### src/rtl/pri_arb.sv
`default_nettype none
// ============================================================================
// Module : pri_arb
// Desc   : Grant arbiter with fixed or round-robin priority; grant held until ack
// Rev    : 1.0
// ============================================================================
module pri_arb #(
    parameter int W  = 4,
    parameter int RR = 1
) (
    input  logic                                    clk,
    input  logic                                    arst,
    input  logic [W-1:0]                            i_req,
    input  logic                                    i_ack,
    output logic [W-1:0]                            o_gnt,
    output logic                                    o_gnt_vld,
    output logic [((W > 1) ? $clog2(W) : 1)-1:0]    o_gnt_idx
);

    localparam int IW = (W > 1) ? $clog2(W) : 1;

    typedef enum logic [0:0] {
        IDLE  = 1'b0,
        GRANT = 1'b1
    } state_t;

    state_t          state_q;
    logic [W-1:0]    gnt_q;
    logic            vld_q;
    logic [IW-1:0]   idx_q;
    logic [IW-1:0]   last_idx_q;
    logic [IW-1:0]   last_idx_d;

    logic            ack_grant;
    logic [W-1:0]    lo_mask;
    logic [2*W-1:0]  req_dbl;
    logic            sel_any;
    logic [IW-1:0]   sel_idx;
    logic [W-1:0]    sel_gnt;

    assign ack_grant = (state_q == GRANT) && i_ack;

    // The pointer update is visible to the same-cycle re-arbitration.
    always_comb begin
        last_idx_d = last_idx_q;
        if (ack_grant && (RR != 0)) begin
            last_idx_d = idx_q;
        end
    end

    // Upper half holds requests strictly below the pointer, so they win first;
    // the lower half covers the wrap back down from W-1 to the pointer.
    always_comb begin
        for (int i = 0; i < W; i++) begin
            lo_mask[i] = (i < int'(last_idx_d));
        end
    end

    assign req_dbl = {i_req & lo_mask, i_req};
    assign sel_any = |i_req;

    always_comb begin
        sel_idx = '0;
        for (int i = 0; i < 2*W; i++) begin
            if (req_dbl[i]) begin
                sel_idx = (i < W) ? IW'(i) : IW'(i - W);
            end
        end
    end

    always_comb begin
        for (int i = 0; i < W; i++) begin
            sel_gnt[i] = (IW'(i) == sel_idx);
        end
    end

    always_ff @(posedge clk or posedge arst) begin
        if (arst) begin
            state_q    <= IDLE;
            last_idx_q <= '0;
            gnt_q      <= '0;
            vld_q      <= 1'b0;
            idx_q      <= '0;
        end else begin
            last_idx_q <= last_idx_d;
            case (state_q)
                IDLE: begin
                    if (sel_any) begin
                        state_q <= GRANT;
                        gnt_q   <= sel_gnt;
                        idx_q   <= sel_idx;
                        vld_q   <= 1'b1;
                    end else begin
                        gnt_q   <= '0;
                        idx_q   <= '0;
                        vld_q   <= 1'b0;
                    end
                end
                GRANT: begin
                    if (i_ack) begin
                        if (sel_any) begin
                            gnt_q   <= sel_gnt;
                            idx_q   <= sel_idx;
                            vld_q   <= 1'b1;
                        end else begin
                            state_q <= IDLE;
                            gnt_q   <= '0;
                            idx_q   <= '0;
                            vld_q   <= 1'b0;
                        end
                    end
                end
                default: begin
                    state_q <= IDLE;
                    gnt_q   <= '0;
                    idx_q   <= '0;
                    vld_q   <= 1'b0;
                end
            endcase
        end
    end

    assign o_gnt     = gnt_q;
    assign o_gnt_vld = vld_q;
    assign o_gnt_idx = idx_q;

endmodule
`default_nettype wire

### config.mk
export PLATFORM = sky130hd
export DESIGN_NAME = pri_arb
export DESIGN_NICKNAME = d
export VERILOG_FILES = /design/src/rtl/pri_arb.sv
export SDC_FILE = /design/constraint.sdc
export NUM_CORES = 1
export LEC_CHECK = 0
export CORE_AREA = 2 2 39 41
export DETAILED_ROUTE_END_ITERATION = 8
export DIE_AREA = 0 0 41 43
export GPL_ROUTABILITY_DRIVEN = 0
export PLACE_DENSITY = 0.75
export SLEW_MARGIN = 10
export SYNTH_ARGS = -nofsm -noshare
export SYNTH_HDL_FRONTEND = slang
export SYNTH_SLANG_ARGS = --single-unit
### constraint.sdc
create_clock -name clk -period 3.71 [get_ports clk]
set_input_delay 0.742 -clock clk [delete_from_list [all_inputs] [get_ports clk]]
set_output_delay 0.742 -clock clk [all_outputs]
set_load 0.02 [all_outputs]
# Word-level counts from Yosys, hierarchy flattened
# Index checks and enable logic that the tools add are counted.
# op_classes
n_lt_le_gt_ge,3
eq_ne,4
muxes,19
n_bitwise,2
reduce_logical,3
# op_table
operator,n
2-to-1 mux 2 bit,9
2-to-1 mux 4 bit,2
one-hot mux 4 bit (2 select lines),1
bitwise AND 4 x 3 -> 4 bit,1
equality test 2 bit (first input constant),2
< comparator 1 x 2 -> 1 bit (first input constant),2
2-to-1 mux 1 bit,4
one-hot mux 1 bit (2 select lines),2
one-hot mux 2 bit (2 select lines),1
OR reduction 4 bit,1
equality test 1 x 2 -> 1 bit (first input constant),1
logical NOT 2 bit,1
< comparator 2 bit (first input constant),1
inequality test 2 bit (second input constant),1
logical AND 1 bit,1
inverter 1 bit,1
# totals
ff_bits,10
inputBits,7
wordCells,36

# Logic depth before layout (Yosys ltp)
# Gate-level depths: netlist of run 1.
# logic_depth
ltp_word,12
mapped_depth,5

# Least setup slack after synthesis of run 1
# No wires, ideal clock.
# synth_path
path_type,input to register
from,input i_ack
to,register gnt_q[2] (netlist: o_gnt[2])
setup_ns,0.119
arrival_ns,1.638
setup_slack_ns,1.953
path_stages,5
path_cell_list,a21boi_1 -> nor2_2 -> o31a_1 -> and3_1 -> o21a_1
# synth_between
elab_chain_len,12
word_cells_on_any_way,15
classes_between,3 x order compare; 2 x eq/ne; 8 x mux; 1 x bitwise; 1 x reduce/logical
# synth_rtl
element,line_no,text
from (decl),14,"input logic i_ack,"
logical AND 1 bit,41,assign ack_grant = (state_q == GRANT) && i_ack;
2-to-1 mux 2 bit,46,if (ack_grant && (RR != 0)) begin
< comparator 1 x 2 -> 1 bit,55,lo_mask[i] = (i < int'(last_idx_d));
bitwise AND 4 x 3 -> 4 bit,59,"assign req_dbl = {i_req & lo_mask, i_req};"
2-to-1 mux 2 bit (4 in a row),65,if (req_dbl[i]) begin
equality test 2 bit,73,sel_gnt[i] = (IW'(i) == sel_idx);
2-to-1 mux 4 bit,"88, 101",
2-to-1 mux 4 bit,100,if (i_ack) begin
one-hot mux 4 bit (2 select lines),86,case (state_q)
to (signal assigned),90,gnt_q <= sel_gnt;
to (signal assigned),102,gnt_q <= sel_gnt;
to (decl),28,logic [W-1:0] gnt_q;
# Several ways; a longest one is shown, not always the timed one. The select of a mux whose other input is x is not followed.
# A chain may end at the register's enable or synchronous reset.

# Worst setup path after layout of run 1
# Same ends and word-level chain as after synthesis.

==> results of run 1 <==
[cell type report]
type | instances | area (µm²)
timing repair buffer | 13 | 130
sequential | 10 | 250
tap | 16 | 20.0
clock buffer | 4 | 36.3
fill | 132 | 648
multi-input combinational | 47 | 284
inverter | 4 | 15.0
[cells by family (layout without fill, tap and decap cells)]
| kind of cell | count (synthesis) | in the layout |
|---|---|---|
| and+or+nand+nor | 28 | 28 |
| AOI/OAI and AO/OA | 19 | 19 |
| DFF | 10 | 10 |
| buffers and inverters | 4 | 21 |
[registers in the layout, summed over array words and instances, names as in the netlist]
| signal | flops |
|---|---|
| o_gnt | 4 |
| last_idx_q | 2 |
| o_gnt_idx | 2 |
| o_gnt_vld | 1 |
| state_q | 1 |
[layer usage]
metal  part of all wire  wire length [µm]  vias up  track usage
met3              0.037                46        5       0.0314
met2               0.48               596       12        0.263
li1                   -                 -      257            -
met1               0.46               568      240        0.189
met4              0.023                29        0        0.100
met5                  0                 0        -            0
[Yosys cell counts (2+ instances only)]
| library cell | count |
|---|---|
| nand2_1 | 10 |
| nor2_1 | 3 |
| o21ai_1 | 4 |
| and2_1 | 3 |
| o21a_1 | 2 |
| o2111ai_1 | 3 |
| nor3_1 | 2 |
| nand2b_1 | 2 |
| dfrtp_1 | 10 |
| inv_1 | 4 |
[per-stage QoR]
| step | total power [mW] | worst slack, ps | hold WS (ps) |
|---|---|---|---|
| 3_3_place_gp | 0.262 | 1280 | 476 |
| 5_1_grt | 0.382 | 1470 | 528 |
| 2_1_floorplan | 0.214 | 1950 | 582 |
| 3_5_place_dp | 0.264 | 1280 | 480 |
| 6_report | 0.361 | 1530 | 496 |
| 4_1_cts | 0.363 | 1550 | 495 |
[power by group]
group          internal [mW]  switching [mW]  leakage (nW)
combinational         0.0589          0.0623         0.178
clock                 0.0596          0.0380        0.0210
sequential             0.127          0.0145         0.120
[path summary, 6_finish.rpt]
check                      cells after the start                       end  slack (ps)                   from
setup / recovery                               6      o_gnt[2]$_DFFE_PP0P_        1530                  i_ack
hold / removal                                 1     o_gnt_vld$_DFFE_PP0P_         500  o_gnt_vld$_DFFE_PP0P_
setup reg to reg                               5      o_gnt[2]$_DFFE_PP0P_        2100      state_q$_DFF_PP0_
hold reg to reg                                1     o_gnt_vld$_DFFE_PP0P_         500  o_gnt_vld$_DFFE_PP0P_
max in group asynchronous                      2  o_gnt_idx[1]$_DFFE_PP0P_        2680                   arst
min in group asynchronous                      2      o_gnt[2]$_DFFE_PP0P_         750                   arst
[cells in the final DEF, fill, tap and decap left out, types with 2 or more instances in the layout]
cell type        synthesis  final
clkdlybuf4s50_1          0     13
nand2_1                 10     10
dfrtp_1                 10     10
inv_1                    4      4
o21ai_1                  4      4
o2111ai_1                3      3
nor2_1                   3      3
and2_1                   3      3
clkbuf_4                 0      3
nand2b_1                 2      2
nor3_1                   2      2
o21a_1                   2      2
==> results.tsv, run 1 <==
stage	metric	value	unit
outcome	status	completed	
synth	yosysTopAreaCell	dfrtp_1	
worst_hold_path	worstHoldPathType	reg -> reg	
layout	fin_cells	94	
routing	vias	514	
timing	skew	4.26	ps
clock_tree	cts_resized	0	
timing	rsz0062_at_grt	false	
global_routing	grt_use_total	0.164	
timing	slew_headroom	0.739	
layout	layout-drive-gt1-share	0.103	
floorplan	io-pin-count	14	
routing	avgViaCountPerCell	5.47	
timing	slew_viol_final	0	
setup_path	critPathArrivalTime	2340	ps
floorplan	chipHeight	43	µm
clock_tree	h-tree-depth	1	
synth	synth-main-ff-cell	dfrtp_1	
timing	worst_pin_slew	391	ps
clock_tree	clk_latency	270	ps
placement	io_buffers	13	
power	ir_drop	0.213	mV
routing	firstDrtPassIters	4	
synth	synth_top_family_by_area	simple AND/OR/NAND/NOR gates	
synth	synth_xor_area_frac	0	
run	cap_violations	0	
placement	place_area	699	µm²
routing	ant_nets	0	
synth	yosys.area.top_type_share	0.456	
synth	synth_cell_types	28	
setup_path	path_cells	clkdlybuf4s50_1 -> a21boi_1 -> nor2_2 -> o31a_1 -> and3_1 -> o21a_1	
setup_path	crit_type	in -> reg	
synth	synth_area_leaders	dfrtp_1 (46%), nand2_1 (6.8%), o2111ai_1 (4.8%)	
floorplan	die_x	41	µm
synth	synth-compound-area-share	0.246	
setup_path	cp_num_buf_inv	1	
timing	min_period_over_period	0.587	
floorplan	initial_utilization	0.397	
clock_tree	cts_buffers	3	
timing	fmax	459	MHz
clock_tree	cts_tree	done	
synth	synth_seq_cells	10	
routing	routedWlPerCell	13.2	µm
routing	wirelength	1240	µm
setup_path	worstSetupStartpointType	primary input	
timing	min_period	2180	ps
synth	synth_fa_ha_area_frac	0	
clock_tree	cts_setup_buffers	0	
global_routing	grt_pass1_vias	473	
clock_tree	path_clk_slew	70	ps
layout	final_area	736	µm²
clock_tree	clock_sinks	10	
clock_tree	ctsRootBufferMaster	clkbuf_4	
setup_path	crit_slowest_cell	clkdlybuf4s50_1	
floorplan	die_area	0.00176	mm²
timing	tns	0	ps
layout	final_core_utilization	0.532	
synth	synth_cells	61	
layout	area_growth	33.9	%
global_routing	grt_first_pass_wirelength	1910	µm
synth	synth-simple-area-share	0.271	
floorplan	rows	14	
placement	post-dp-hpwl	950	µm
synth	ys_seq_area_frac	0.456	
synth	yosys_warnings	0	
global_routing	grt_max_degree	11	
placement	dpl.cell_count	90	
floorplan	core_area	0.00138	mm²
timing	hold_viol	0	
setup_path	cpLargestDelayFamily	compound AO/OA/AOI/OAI gates	
synth	synthMuxAreaShare	0	
setup_path	crit_fanout	8	
synth	avgSynthCellArea	9.00	µm²
power	p_per_area	490	mW/mm²
global_routing	gr-total-overflow	0	
clock_tree	postCtsHoldBufs	0	
synth	synth_edf_count	0	
global_routing	grt_antenna_before_repair	0	
routing	drt_iter0_markers	7	
setup_path	worstSetupEndpointType	register	
layout	nets	86	
timing	setup_viol	0	
synth	synthArstFlopShare	1.00	
setup_path	slowest_delay	530	ps
setup_path	cp.required	3870	ps
synth	syn-cell-area	549	µm²
routing	drc_errors	0	
layout	antenna_cells	0	
power	p_leak	0.319	nW
clock_tree	clockBufferDepth	2	
synth	synth_fp_nets	68	
Note: power is estimated with default switching activity, not from simulation.
==> run 2, diff against run 1 <==
==> constraint.sdc (replaced) <==
create_clock -name clk -period 2.03 [get_ports clk]
set_input_delay 0.406 -clock clk [delete_from_list [all_inputs] [get_ports clk]]
set_output_delay 0.406 -clock clk [all_outputs]
set_load 0.02 [all_outputs]
==> run 2 against run 1 <==
Setup slack got worse by 1300 ps. Hold slack worse by 92 ps. Die area unchanged. Critical endpoint unchanged. Largest power group unchanged.
==> results.tsv, run 2 (same netlist as run 1, synthesis figures left out) <==
stage	metric	value	unit
floorplan	initial_utilization	0.397	
run	cap_violations	0	
layout	final_area	751	µm²
clock_tree	cts_tree	done	
layout	layout_common_cells	clkdlybuf4s50_1 (13), nand2_1 (10), dfrtp_1 (10), inv_1 (4), o21ai_1 (4)	
global_routing	grt_antenna_before_repair	0	
layout	nets	88	
clock_tree	clockBufferDepth	2	
setup_path	crit_start	i_ack	
layout	layout-drive-gt1-share	0.125	
placement	io_buffers	13	
routing	drc_errors	0	
routing	wirelength	1260	µm
layout	antenna_cells	0	
timing	fmax	541	MHz
layout	multi_input_area	284	µm²
timing	min_period	1850	ps
global_routing	grt_pass1_vias	450	
clock_tree	postCtsHoldBufs	0	
setup_path	r2r_cells	5	
setup_path	critPathArrivalTime	2010	ps
clock_tree	h-tree-depth	1	
timing	min_period_over_period	0.911	
timing	holdWs	404	ps
layout	layout_commonest_cell	clkdlybuf4s50_1	
global_routing	gr-total-overflow	0	
timing	skew	2.35	ps
outcome	status	completed	
routing	drt_iter0_markers	12	
placement	place_area	714	µm²
floorplan	rows	14	
layout	fin_cells	96	
global_routing	grt_use_total	0.161	
placement	dpl.cell_count	92	
layout	area_growth	36.7	%
routing	ant_nets	0	
placement	post-dp-hpwl	958	µm
setup_path	worstSetupStartpointType	primary input	
global_routing	grt_max_degree	11	
setup_path	rrSetupSlack	440	ps
floorplan	die_area	0.00176	mm²
power	power.total	662	µW
setup_path	worstSetupEndpointType	register	
timing	slew_headroom	0.759	
layout	seq_area	250	µm²
worst_hold_path	worstHoldPathType	in -> async	
floorplan	core_area	0.00138	mm²
timing	setup_viol	0	
clock_tree	path_clk_slew	60	ps
clock_tree	cts_setup_buffers	0	
setup_path	rr_startpoint	state_q$_DFF_PP0_	
timing	worst_pin_slew	361	ps
setup_path	cp.required	2190	ps
routing	routedWlPerCell	13.1	µm
setup_path	crit_type	in -> reg	
clock_tree	cts_resized	0	
global_routing	grt_first_pass_wirelength	1860	µm
clock_tree	ctsRootBufferMaster	clkbuf_4	
setup_path	r2r-end	o_gnt[2]$_DFFE_PP0P_	
routing	vias	533	
layout	fill_cells	132	
floorplan	io-pin-count	14	
timing	slew_viol_final	0	
layout	largest_register_ff_count	4	
routing	firstDrtPassIters	4	
power	p_leak	0.329	nW
power	ir_drop	0.371	mV
timing	hold_viol	0	
setup_path	crit_fanout	8	
routing	avgViaCountPerCell	5.55	
timing	rsz0062_at_grt	false	
floorplan	chipHeight	43	µm
clock_tree	clock_sinks	10	
floorplan	die_x	41	µm
power	p_per_area	882	mW/mm²
clock_tree	clk_latency	260	ps
clock_tree	cts_buffers	3	
==> run 2: area by class of cell <==
cell class / instances / share of cell area
timing repair buffer: 15 / 0.193
inverter: 4 / 0.0200
multi-input combinational: 47 / 0.378
sequential: 10 / 0.333
tap: 16 / 0.0267
clock buffer: 4 / 0.0483
==> run 2: critical path, stage by stage <==
cell and delay [ps]:
clkdlybuf4s50_1 600, and3_4 250, nor2_2 70, o31a_1 320, and3_1 170, o21a_1 180
==> run 2: how the worst max path moves through the flow <==
stage,slack [ps],to,cells past startpoint
final,180,o_gnt[2]$_DFFE_PP0P_,6
after global routing,110,o_gnt[3]$_DFFE_PP0P_,6
after CTS,200,o_gnt[2]$_DFFE_PP0P_,6
after detailed placement,-70,o_gnt[2]$_DFFE_PP0P_,6
after global placement,-40,o_gnt[2]$_DFFE_PP0P_,6
after floorplan,530,o_gnt[2]$_DFFE_PP0P_,5
==> run 2: metrics by stage <==
step                worst slack (ps)  TNS [ps]   util
finish                           181         0  0.542
global route                     110         0  0.542
CTS                              205         0  0.542
detailed placement             -72.7      -112  0.516
global placement               -37.7     -44.9  0.516
floorplan                        532         0      -
==> run 2: where the power goes <==
part | internal, mW | switching, mW
clock | 0.109 | 0.0671
sequential | 0.233 | 0.0272
combinational | 0.112 | 0.115
total | 0.453 | 0.209
==> run 2: routing by layer <==
layer,part of all wire,global-route usage,vias to the layer above
li1,-,-,256
met1,0.45,0.187,258
met2,0.49,0.256,17
met3,0.044,0.0314,2
met4,0.017,0.100,0
met5,0,0,-
==> run 3, diff against run 2 <==
--- a/config.mk
+++ b/config.mk
@@ -8,7 +8,6 @@
 export CORE_AREA = 2 2 39 41
 export DETAILED_ROUTE_END_ITERATION = 8
 export DIE_AREA = 0 0 41 43
-export GPL_ROUTABILITY_DRIVEN = 0
 export PLACE_DENSITY = 0.75
 export SLEW_MARGIN = 10
 export SYNTH_ARGS = -nofsm -noshare
==> results of run 3 <==
The final DEF is identical to that of run 2; final timing and power are the same.
